**config.mk**
```make
export PLATFORM = sky130hd
export DESIGN_NAME = mem_arbiter
export DESIGN_NICKNAME = d
export VERILOG_FILES = /design/src/rtl/mem_arb_pkg.sv /design/src/rtl/rr_arbiter2.sv /design/src/rtl/mem_arbiter.sv
export SDC_FILE = /design/constraint.sdc
export NUM_CORES = 1
export LEC_CHECK = 0
export CORE_AREA = 2 2 113 115
export DETAILED_ROUTE_END_ITERATION = 10
export DIE_AREA = 0 0 115 117
export PLACE_DENSITY = 0.68
export SYNTH_ARGS = -nofsm -noshare
export SYNTH_HDL_FRONTEND = slang
export SYNTH_SLANG_ARGS = --single-unit
export TNS_END_PERCENT = 10
```
**constraint.sdc**
```tcl
create_clock -name i_clk -period 2.5 [get_ports i_clk]
set_clock_uncertainty 0.05 [all_clocks]
set_input_delay 0.25 -clock i_clk [delete_from_list [all_inputs] [get_ports i_clk]]
set_output_delay 0.25 -clock i_clk [all_outputs]
set_load 0.05 [all_outputs]
```
**src/rtl/mem_arb_pkg.sv**
```systemverilog
// Shared types and defaults for the two-port RAM arbiter.
package mem_arb_pkg;

  typedef enum logic [1:0] {
    IDLE   = 2'd0,
    ACCESS = 2'd1,
    RESP   = 2'd2
  } state_e;

  localparam logic REQ_CPU = 1'b0;
  localparam logic REQ_DBG = 1'b1;

  localparam logic [1:0]  WIN_SEL_DEF = 2'b10;
  localparam int unsigned ADR_W_DEF   = 14;

endpackage

```
**src/rtl/rr_arbiter2.sv**
```systemverilog
// Two-input round-robin grant; on a tie the port not granted last time wins.
module rr_arbiter2
  import mem_arb_pkg::*;
(
  input  logic       i_clk,
  input  logic       i_rst,
  input  logic [1:0] i_req,
  input  logic       i_advance,
  output logic       o_grant
);

  logic r_last_grant;

  always_comb begin
    if (i_req == 2'b11) begin
      o_grant = ~r_last_grant;
    end else if (i_req[REQ_DBG]) begin
      o_grant = REQ_DBG;
    end else begin
      o_grant = REQ_CPU;
    end
  end

  // Resets to DBG so the CPU wins the first tie.
  always_ff @(posedge i_clk) begin
    if (i_rst) begin
      r_last_grant <= REQ_DBG;
    end else if (i_advance) begin
      r_last_grant <= o_grant;
    end
  end

endmodule

```
**src/rtl/mem_arbiter.sv**
```systemverilog
// Shares one synchronous-read RAM between the CPU and debug ports:
// IDLE latches the winner, ACCESS drives the RAM, RESP returns a one-cycle ready.
module mem_arbiter
  import mem_arb_pkg::*;
#(
  parameter logic [1:0]  WIN_SEL = WIN_SEL_DEF,
  parameter int unsigned ADR_W   = ADR_W_DEF
) (
  input  logic             i_clk,
  input  logic             i_rst,
  input  logic             i_cpu_valid,
  input  logic [31:0]      i_cpu_addr,
  input  logic [31:0]      i_cpu_wdata,
  input  logic [3:0]       i_cpu_wstrb,
  output logic [31:0]      o_cpu_rdata,
  output logic             o_cpu_ready,
  input  logic             i_dbg_valid,
  input  logic [31:0]      i_dbg_addr,
  input  logic [31:0]      i_dbg_wdata,
  input  logic [3:0]       i_dbg_wstrb,
  output logic [31:0]      o_dbg_rdata,
  output logic             o_dbg_ready,
  output logic             o_ram_cs,
  output logic [3:0]       o_ram_wren,
  output logic [ADR_W-1:0] o_ram_adr,
  output logic [31:0]      o_ram_di,
  input  logic [31:0]      i_ram_do,
  output logic             o_decode_err
);

  state_e           r_state, w_state_next;
  logic             r_gnt, r_hit;
  logic [ADR_W-1:0] r_adr;
  logic [31:0]      r_wdata;
  logic [3:0]       r_wstrb;

  logic        w_any, w_advance, w_gnt, w_cs, w_resp, w_unused_addr;
  logic [31:0] w_addr, w_wdata, w_rdata;
  logic [3:0]  w_wstrb;

  assign w_any     = i_cpu_valid | i_dbg_valid;
  assign w_advance = (r_state == IDLE) && w_any;

  rr_arbiter2 u_rr (
    .i_clk     (i_clk),
    .i_rst     (i_rst),
    .i_req     ({i_dbg_valid, i_cpu_valid}),
    .i_advance (w_advance),
    .o_grant   (w_gnt)
  );

  always_comb begin
    w_addr  = i_cpu_addr;
    w_wdata = i_cpu_wdata;
    w_wstrb = i_cpu_wstrb;
    if (w_gnt == REQ_DBG) begin
      w_addr  = i_dbg_addr;
      w_wdata = i_dbg_wdata;
      w_wstrb = i_dbg_wstrb;
    end
  end

  // Only the window bits and the word address matter; the rest alias.
  assign w_unused_addr = ^w_addr;

  always_comb begin
    w_state_next = r_state;
    unique case (r_state)
      IDLE:    if (w_any) w_state_next = ACCESS;
      ACCESS:  w_state_next = RESP;
      RESP:    w_state_next = IDLE;
      default: w_state_next = IDLE;
    endcase
  end

  always_ff @(posedge i_clk) begin
    if (i_rst) begin
      r_state <= IDLE;
      r_gnt   <= REQ_CPU;
      r_hit   <= 1'b0;
      r_adr   <= '0;
      r_wdata <= '0;
      r_wstrb <= '0;
    end else begin
      r_state <= w_state_next;
      if (w_advance) begin
        r_gnt   <= w_gnt;
        r_hit   <= (w_addr[17:16] == WIN_SEL);
        r_adr   <= w_addr[ADR_W+1:2];
        r_wdata <= w_wdata;
        r_wstrb <= w_wstrb;
      end
    end
  end

  assign w_cs   = (r_state == ACCESS) && r_hit;
  assign w_resp = (r_state == RESP);

  // ram_do is valid in RESP because cs was sampled at the ACCESS->RESP edge.
  assign w_rdata = r_hit ? i_ram_do : 32'h0;

  always_comb begin
    o_ram_cs     = w_cs;
    o_ram_wren   = w_cs ? r_wstrb : 4'h0;
    o_ram_adr    = r_adr;
    o_ram_di     = r_wdata;
    o_cpu_ready  = w_resp && (r_gnt == REQ_CPU);
    o_dbg_ready  = w_resp && (r_gnt == REQ_DBG);
    o_cpu_rdata  = o_cpu_ready ? w_rdata : 32'h0;
    o_dbg_rdata  = o_dbg_ready ? w_rdata : 32'h0;
    o_decode_err = w_resp && !r_hit;
  end

endmodule

```
==> results of run 1 <==
## per-layer routing
metal  up-vias  GRT usage  part of all wire
li1       1907          -                 -
met1      1850      0.193              0.37
met2       171      0.343              0.53
met3        13     0.0499             0.085
met4         0     0.0546             0.013
met5         -          0                 0
## layout by cell type, fill, tap and decap left out
master / n
a211o_1: 1
a21bo_2: 1
a21boi_0: 1
a21boi_4: 1
a21oi_1: 51
a311oi_1: 1
a311oi_2: 50
and2_1: 4
and2_2: 1
and3_1: 1
and3b_1: 1
buf_12: 74
buf_2: 1
buf_4: 10
clkbuf_16: 5
clkdlybuf4s50_1: 185
clkinvlp_4: 1
dfxtp_1: 55
inv_1: 2
nand2_1: 134
nand2b_1: 1
nand3b_1: 2
nor2_1: 65
nor2_4: 1
nor2b_1: 2
nor3b_1: 1
o21ba_2: 1
or2_2: 1
## cells by family (layout without fill, tap and decap cells)
kind of cell,Yosys count,in the layout,share of synthesized area
compound gates,107,107,0.328
buf+inv,47,278,0.0692
flops,55,55,0.340
simple gates,214,214,0.262
## final timing paths
kind	start	endpoint
worst max-delay path	r_state[1]	o_decode_err
worst min-delay path	i_rst	r_state[0]
worst max register to register	u_rr.r_last_grant	r_hit
worst min register to register	r_state[1]	r_state[1]
## flip-flops by register name, indices dropped and copies added (netlist names)
signal / cells
r_hit: 1
r_wstrb: 4
r_gnt: 1
o_ram_adr: 14
o_ram_di: 32
r_state: 2
u_rr.r_last_grant: 1
## where the power goes
group / total (W) / switching [W] / leakage (nW) / internal [W]
clock: 0.000667 / 0.000306 / 0.0618 / 0.000361
sequential: 0.00104 / 0.0000575 / 0.457 / 0.000980
combinational: 0.00131 / 0.000755 / 1.93 / 0.000555
total: 0.00301 / 0.00112 / 2.45 / 0.00190
## worst max-delay path, delay by kind of cell, from the launching register on
| family | cells | cell delay (ns) |
|---|---|---|
| buffers and inverters | 1 | 0.84 |
| AND/OR/NAND/NOR | 2 | 0.40 |
| flip-flops | 1 | 0.40 |
## area by class of cell
class                   count  share of cell area
multi-input cells         321               0.284
repair buffers            270               0.505
clock buffers               5              0.0185
flip-flops and latches     55               0.163
well taps                 150              0.0277
clock inverters             1             0.00111
inverters                   2             0.00111
## metrics by stage
step	hold WS, ns	instance area [sq um]	power [W]
after CTS	0.354	6770	0.00304
final	0.359	6770	0.00301
after global placement	0.446	6630	0.00235
after detailed placement	0.457	6630	0.00237
after floorplan	0.360	3230	0.00184
after global routing	0.361	6770	0.00316
==> impl_metrics.py, run 1 <==
metrics = {
    "yosys": {
        "netlist_top_cells_count": "134 x nand2_1, 65 x nor2_1, 55 x dfxtp_1",
        "synth_cells": 423,
        "synth_edf_count": 0,
        "synthesis.nets": 595,
        "syn_area_sq_um": 3230,
        "synth-seq-cells": 55,
        "synth.avg_cell_area_sq_um": 7.65,
        "ys_types": 24,
        "synthArstFlopShare": 0,
        "yosysSeqAreaShare": 0.340,
        "synth_area_leaders": "dfxtp_1 34%, a311oi_2 23%, nand2_1 16%",
        "yosysWarnings": 0,
        "synth.top_cell.area_share": 0.340,
        "synth_top_cell_by_area": "dfxtp_1",
        "synth.most_common_cell": "nand2_1",
        "synth_top_flop_cell": "dfxtp_1",
    },
    "finish": {
        "layout.area.seq_sq_um": 1100,
        "fillers": 1083,
        "syn_to_final_growth_pct": 109,
        "drive_above_1_share": 0.225,
        "layout.cells.non_filler": 804,
        "fin_nets": 827,
        "utilization": 0.549,
        "diodes": 0,
        "multi_input_area_sq_um": 1920,
    },
    "floorplanning": {
        "start_util": 0.263,
        "dieArea_sq_um": 13500,
        "rows": 41,
        "core_sq_um": 12300,
        "io_pins": 290,
        "dieHeight_microns": 117,
        "chipWidth_microns": 115,
    },
    "sta": {
        "slew_headroom": 0.643,
        "setup-violations-final": 0,
        "finalHoldViolations": 0,
        "period_needed_ns": 2.22,
        "fmax_mhz": 450,
        "setup_tns_ns": 0,
        "finalCritPeriodShare": 0.888,
        "rsz0062_at_grt": "false",
        "tightestPinTransition_ns": 0.534,
        "setup_ws_ns": 0.279,
        "drv_slew": 0,
    },
    "status": {
        "outcome": "complete, no violations",
    },
    "drt": {
        "wire_per_inst_microns": 15.7,
        "drt_iter0_markers": 169,
        "drt.antenna.violating_nets": 0,
        "viasPerCell": 4.90,
        "drt-pass1-iter-count": 4,
        "vias": 3941,
        "drcViolationCount": 0,
        "wl_mm": 12.6,
    },
    "setup_path": {
        "endpoint_kind": "primary output",
        "regToRegSetupSlack_ns": 0.89,
        "path_max_fanout": 4,
        "worstPathArrival_ns": 1.92,
        "critPathSlowestCell": "clkdlybuf4s50_1",
        "path_common_cell": "nor2b_1",
        "worstPathCellList": "nor2b_1, nor2b_1, clkdlybuf4s50_1",
        "crit_required_ns": 2.20,
        "cp-start-kind": "flip-flop",
        "ff2ff_path_depth": 4,
        "crit_type": "flip-flop to primary output",
        "crit_path_max_incr_delay_ns": 0.84,
    },
    "clocking": {
        "cts_hold_buf": 0,
        "clock_tree.buffer_depth": 2,
        "clk_pin_slew_ns": 0.07,
        "cts_max_level": 2,
        "cts-buffers-inserted": 5,
        "cts_tree": "done",
        "postCtsSetupBuffers": 0,
        "clockRootBuffer": "clkbuf_16",
        "cts_resized": 0,
        "clk_latency_ns": 0.29,
        "cts.sinks": 55,
    },
    "grt": {
        "grt.overflow.total": 0,
        "antenna_found_initial": 0,
        "grt_max_degree": 52,
        "grt_usage": 0.180,
        "grt_pass1_vias": 3921,
        "grt_pass1_wl_mm": 19.2,
    },
    "place": {
        "port_buffers": 257,
        "dp.cells": 798,
        "place_ws_ns": 0.429,
        "gp_congestion": 0.755,
        "dp_hpwl_mm": 9.82,
    },
    "job": {
        "maxCapViolations": 0,
    },
    "power": {
        "p_per_area_nw_per_um2": 445,
        "leakagePower_nw": 2.45,
        "ir_drop_mv": 0.281,
    },
    "worst_hold_path": {
        "worstHoldPathType": "input pin to flip-flop",
        "min_path_cells": 2,
    },
}
(Power assumes the default switching activity.)
==> run 2, diff against run 1 <==
--- a/config.mk
+++ b/config.mk
@@ -5,10 +5,11 @@
 export SDC_FILE = /design/constraint.sdc
 export NUM_CORES = 1
 export LEC_CHECK = 0
-export CORE_AREA = 2 2 113 115
+export CORE_ASPECT_RATIO = 1.1
+export CORE_MARGIN = 10
+export CORE_UTILIZATION = 34
 export DETAILED_ROUTE_END_ITERATION = 10
-export DIE_AREA = 0 0 115 117
-export PLACE_DENSITY = 0.68
+export PLACE_DENSITY = 0.85
 export SYNTH_ARGS = -nofsm -noshare
 export SYNTH_HDL_FRONTEND = slang
 export SYNTH_SLANG_ARGS = --single-unit
==> run 2 against run 1 <==
Critical path depth grew 2. Combinational power is essentially flat. Via count grew 2.9%. Sequential share of layout area grew 0.24 points. Fmax grew 5.4%. Sequential cell count is the same. Largest cell class unchanged. Critical path type unchanged. First-iteration DRC count shrank 8.3%. Non-clock buffer count grew 1. Global-route usage grew 2.1 points. Register-to-register slack is essentially flat. Clock power shrank 28%.
==> impl_metrics.py, run 2 (synthesis results as in run 1) <==
metrics = {
    "clocking": {
        "cts.sinks": 55,
        "cts_hold_buf": 0,
        "clockRootBuffer": "clkbuf_8",
        "cts-buffers-inserted": 5,
        "postCtsSetupBuffers": 0,
        "clock_tree.buffer_depth": 2,
        "clk_pin_slew_ns": 0.10,
        "cts_tree": "done",
        "cts_resized": 0,
        "cts_max_level": 2,
        "clk_latency_ns": 0.30,
    },
    "power": {
        "leakagePower_nw": 2.43,
        "p_per_area_nw_per_um2": 425,
        "ir_drop_mv": 0.329,
    },
    "grt": {
        "antenna_found_initial": 0,
        "grt_max_degree": 55,
        "grt.overflow.total": 0,
        "grt_pass1_vias": 4202,
        "grt_pass1_wl_mm": 22.8,
        "grt_usage": 0.201,
    },
    "setup_path": {
        "worstPathCellList": "nor2b_1, nand2_1, buf_4, nor2_1, buf_12",
        "r2r-start": "r_state[1]",
        "path_max_fanout": 29,
        "r2r-end": "r_hit",
        "critPathSlowestCell": "dfxtp_1",
        "crit_path_max_incr_delay_ns": 0.43,
        "crit_required_ns": 2.20,
        "crit_type": "flip-flop to primary output",
        "cp-start-kind": "flip-flop",
        "endpoint_kind": "primary output",
        "ff2ff_path_depth": 4,
        "worstPathArrival_ns": 1.81,
        "regToRegSetupSlack_ns": 0.90,
    },
    "place": {
        "port_buffers": 257,
        "place_ws_ns": 0.415,
        "gp_congestion": 0.818,
        "dp_hpwl_mm": 12.4,
    },
    "drt": {
        "wire_per_inst_microns": 19.5,
        "viasPerCell": 5.24,
        "drcViolationCount": 0,
        "drt-pass1-iter-count": 4,
        "wl_mm": 15.1,
        "drt_iter0_markers": 155,
        "drt.antenna.violating_nets": 0,
        "vias": 4057,
    },
    "sta": {
        "finalCritPeriodShare": 0.843,
        "setup-violations-final": 0,
        "period_needed_ns": 2.11,
        "finalHoldViolations": 0,
        "setup_ws_ns": 0.393,
        "rsz0062_at_grt": "false",
        "tightestPinTransition_ns": 0.583,
        "drv_slew": 0,
        "fmax_mhz": 475,
        "setup_tns_ns": 0,
        "slew_headroom": 0.611,
    },
    "floorplanning": {
        "start_util": 0.348,
        "chipWidth_microns": 113,
        "dieArea_sq_um": 13800,
        "dieHeight_microns": 122,
        "rows": 37,
        "core_sq_um": 9310,
        "io_pins": 290,
    },
    "finish": {
        "final_cell_mix": "184 x clkdlybuf4s50_1, 134 x nand2_1, 73 x buf_12, 65 x nor2_1, 55 x dfxtp_1",
        "fin_nets": 828,
        "diodes": 0,
        "drive_above_1_share": 0.227,
        "final_common_cell": "clkdlybuf4s50_1",
        "largest_reg_flops": 32,
        "fillers": 683,
        "syn_to_final_growth_pct": 106,
    },
    "job": {
        "maxCapViolations": 0,
    },
    "worst_hold_path": {
        "hold_end": "r_state[0]",
        "min_path_cells": 2,
        "hold_path.startpoint": "i_rst",
        "worstHoldPathType": "input pin to flip-flop",
    },
    "status": {
        "outcome": "complete, no violations",
    },
}
run 2: changes by cell type in the layout (fill, tap and decap cells not counted):
cell	previous run	this run
clkbuf_16	5	0
clkbuf_8	0	5
buf_4	10	13
clkbuf_1	0	2
buf_12	74	73
clkdlybuf4s50_1	185	184
clkinv_2	0	1
clkinvlp_4	1	0
run 2: metal layers:
| layer | vias up | global-route usage | part of all wire |
|---|---|---|---|
| met5 | - | 0 | 0 |
| met4 | 0 | 0.0675 | 0.027 |
| met3 | 24 | 0.0644 | 0.086 |
| met2 | 193 | 0.383 | 0.52 |
| met1 | 1922 | 0.201 | 0.37 |
| li1 | 1918 | - | - |
run 2: worst max-delay path, delay by kind of cell, from the launching register on:
| kind | cells | cell delay, ns |
|---|---|---|
| simple gates | 3 | 0.62 |
| buf+inv | 2 | 0.44 |
| flops | 1 | 0.43 |
run 2: worst max path at each step:
stage           startpoint               to  depth (start not counted)
2_1_floorplan   r_state[1]  o_cpu_rdata[22]                          5
3_3_place_gp   i_cpu_valid     o_ram_di[21]                          5
3_5_place_dp   i_cpu_valid      o_ram_di[9]                          5
4_1_cts         r_state[1]   o_dbg_rdata[8]                          5
5_1_grt         r_state[1]   o_dbg_rdata[7]                          5
6_report        r_state[1]   o_dbg_rdata[8]                          5
run 2: layout make-up:
type,count,area [sq um],share of cell area
inverters,2,7.51,0.00113
clock buffers,7,76.3,0.0115
flip-flops and latches,55,1100,0.165
multi-input cells,321,1920,0.289
clock inverters,1,5.00,0.000751
repair buffers,271,3410,0.511
well taps,117,146,0.0220
run 2: power breakdown:
part	leakage, nW	switching (W)	internal, W	total, W
clock network	0.0422	0.000284	0.000198	0.000482
logic	1.93	0.000761	0.000552	0.00131
registers	0.457	0.0000583	0.000979	0.00104
total	2.43	0.00110	0.00173	0.00283
run 2: per-stage QoR:
stage	util	hold WS [ns]	area (sq um)	total power (W)	std cells
detailed placement	0.708	0.477	6580	0.00237	766
floorplan	-	0.360	3230	0.00184	423
CTS	0.716	0.240	6670	0.00286	774
global placement	0.708	0.449	6580	0.00234	766
global route	0.716	0.241	6670	0.00296	774
finish	0.716	0.246	6670	0.00283	774
==> run 3, diff against run 2 <==
--- a/config.mk
+++ b/config.mk
@@ -7,9 +7,9 @@
 export LEC_CHECK = 0
 export CORE_ASPECT_RATIO = 1.1
 export CORE_MARGIN = 10
-export CORE_UTILIZATION = 34
+export CORE_UTILIZATION = 29
 export DETAILED_ROUTE_END_ITERATION = 10
-export PLACE_DENSITY = 0.85
+export PLACE_DENSITY = 0.77
 export SYNTH_ARGS = -nofsm -noshare
 export SYNTH_HDL_FRONTEND = slang
 export SYNTH_SLANG_ARGS = --single-unit
==> constraint.sdc (replaced) <==
create_clock -name i_clk -period 1.7 [get_ports i_clk]
set_clock_uncertainty 0.05 [all_clocks]
set_input_delay 0.17 -clock i_clk [delete_from_list [all_inputs] [get_ports i_clk]]
set_output_delay 0.17 -clock i_clk [all_outputs]
set_load 0.05 [all_outputs]
==> run 3 against run 2 <==
Clock power grew 100%. Critical path depth is the same. Global-route usage shrank 1.7 points. Critical endpoint is now o_cpu_rdata[4]. Sequential cell count is the same. Utilization shrank 5.9 points. Cell count grew 5.0%. Combinational power grew 55%.
==> impl_metrics.py, run 3 (synthesis results as in run 1) <==
metrics = {
    "grt": {
        "grt_usage": 0.184,
        "grt_max_degree": 52,
        "grt.overflow.total": 0,
        "grt_pass1_vias": 4180,
        "grt_pass1_wl_mm": 23.1,
        "antenna_found_initial": 0,
    },
    "finish": {
        "largest_reg_flops": 32,
        "diodes": 0,
        "final_cell_mix": "138 x clkdlybuf4s50_1, 133 x nand2_1, 82 x buf_12, 59 x buf_4, 53 x dfxtp_1",
        "final_common_cell": "clkdlybuf4s50_1",
        "utilization": 0.657,
        "syn_to_final_growth_pct": 122,
        "layout.area.seq_sq_um": 1100,
        "fillers": 835,
        "drive_above_1_share": 0.413,
        "fin_nets": 839,
        "multi_input_area_sq_um": 2230,
    },
    "floorplanning": {
        "dieHeight_microns": 131,
        "io_pins": 290,
        "core_sq_um": 10900,
        "start_util": 0.296,
        "rows": 40,
        "chipWidth_microns": 121,
        "dieArea_sq_um": 15800,
    },
    "worst_hold_path": {
        "hold_path.startpoint": "i_rst",
        "min_path_cells": 2,
        "hold_end": "o_ram_di[16]",
        "worstHoldPathType": "input pin to flip-flop",
    },
    "setup_path": {
        "crit_type": "flip-flop to primary output",
        "cp-start-kind": "flip-flop",
        "startpoint": "r_state[0]",
        "ff2ff_path_depth": 5,
        "worst-path-buf-inv": 2,
        "regToRegSetupSlack_ns": 0.30,
        "crit_path_max_incr_delay_ns": 0.35,
        "r2r-start": "r_state[1]",
        "crit_required_ns": 1.48,
        "path_delay_family": "simple AND/OR/NAND/NOR gates",
        "worstPathArrival_ns": 1.44,
        "endpoint_kind": "primary output",
        "critPathSlowestCell": "dfxtp_2",
        "worstPathCellList": "nor2b_4, nand2b_4, clkbuf_16, nor2_2, buf_12",
        "path_max_fanout": 16,
        "r2r-end": "o_ram_di[19]",
    },
    "drt": {
        "vias": 4129,
        "wl_mm": 16.6,
        "drt.antenna.violating_nets": 0,
        "wire_per_inst_microns": 20.4,
        "drt-pass1-iter-count": 4,
        "viasPerCell": 5.08,
        "drcViolationCount": 0,
        "drt_iter0_markers": 238,
    },
    "clocking": {
        "cts.sinks": 55,
        "cts_tree": "done",
        "clock_tree.buffer_depth": 2,
        "clk_pin_slew_ns": 0.07,
        "clk_latency_ns": 0.29,
        "cts_max_level": 2,
        "postCtsSetupBuffers": 0,
        "clockRootBuffer": "clkbuf_16",
        "cts-buffers-inserted": 5,
    },
    "sta": {
        "rsz0062_at_grt": "true",
        "finalCritPeriodShare": 0.975,
        "tightestPinTransition_ns": 0.544,
        "finalHoldViolations": 0,
        "slew_headroom": 0.638,
        "setup-violations-final": 0,
        "drv_slew": 0,
        "fmax_mhz": 604,
        "period_needed_ns": 1.66,
        "setup_tns_ns": 0,
    },
    "place": {
        "port_buffers": 257,
        "dp_hpwl_mm": 12.9,
        "gp_congestion": 0.751,
    },
    "power": {
        "leakagePower_nw": 2.66,
        "ir_drop_mv": 0.449,
        "p_per_area_nw_per_um2": 632,
    },
    "status": {
        "outcome": "complete, no violations",
    },
    "job": {
        "maxCapViolations": 0,
    },
}
## run 3: cell types whose count changed in the layout (fill, tap and decap cells not counted), sizes merged
| cell | delta |
|---|---|
| buf | +55 |
| clkbuf | +1 |
| clkinv | -1 |
| clkdlybuf4s50 | -46 |
## run 3: report_power, final
group	total, W	leakage (nW)	internal [W]	switching, W
clock	0.000975	0.0628	0.000532	0.000443
combinational	0.00203	2.14	0.000842	0.00119
sequential	0.00153	0.458	0.00144	0.0000893
## run 3: layout make-up
type	instances	share of cell area
flip-flops and latches	55	0.154
repair buffers	282	0.491
clock buffers	6	0.0180
multi-input cells	321	0.311
well taps	147	0.0256
inverters	2	0.00105
## run 3: timing repair
item                                    in CTS  in global routing
hold buffers                                 0                  0
endpoints found under the hold margin        0                  0
gates cloned                                 0                  2
gates resized for setup                     43                 62
pin swaps                                    0                  5
endpoints found under the setup margin      67                 57
## run 3: metal layers
metal | global-route usage | vias up | wire (microns)
met5 | 0 | - | 0
met4 | 0.0540 | 0 | 333
met3 | 0.0571 | 22 | 1370
met2 | 0.356 | 196 | 8900
met1 | 0.186 | 1973 | 5990
li1 | - | 1938 | -
## run 3: worst max path at each step
stage / cells after the start / end / slack, ns
floorplan: 5 / o_cpu_rdata[22] / -0.11
global placement: 5 / o_ram_di[26] / -0.1
detailed placement: 5 / o_ram_di[26] / -0.17
CTS: 5 / o_dbg_rdata[18] / -0.03
global route: 5 / o_cpu_rdata[4] / -0.03
finish: 5 / o_cpu_rdata[4] / 0.04
## run 3: per-stage QoR
step / power [W] / hold WS, ns / setup slack, ns / instance area, sq um / cells
6_report: 0.00453 / 0.261 / 0.0431 / 7170 / 813
5_1_grt: 0.00472 / 0.270 / -0.0345 / 7170 / 813
4_1_cts: 0.00453 / 0.255 / -0.0270 / 6890 / 811
3_5_place_dp: 0.00353 / 0.470 / -0.170 / 6650 / 805
3_3_place_gp: 0.00347 / 0.459 / -0.0975 / 6650 / 805
2_1_floorplan: 0.00270 / 0.280 / -0.110 / 3230 / 423
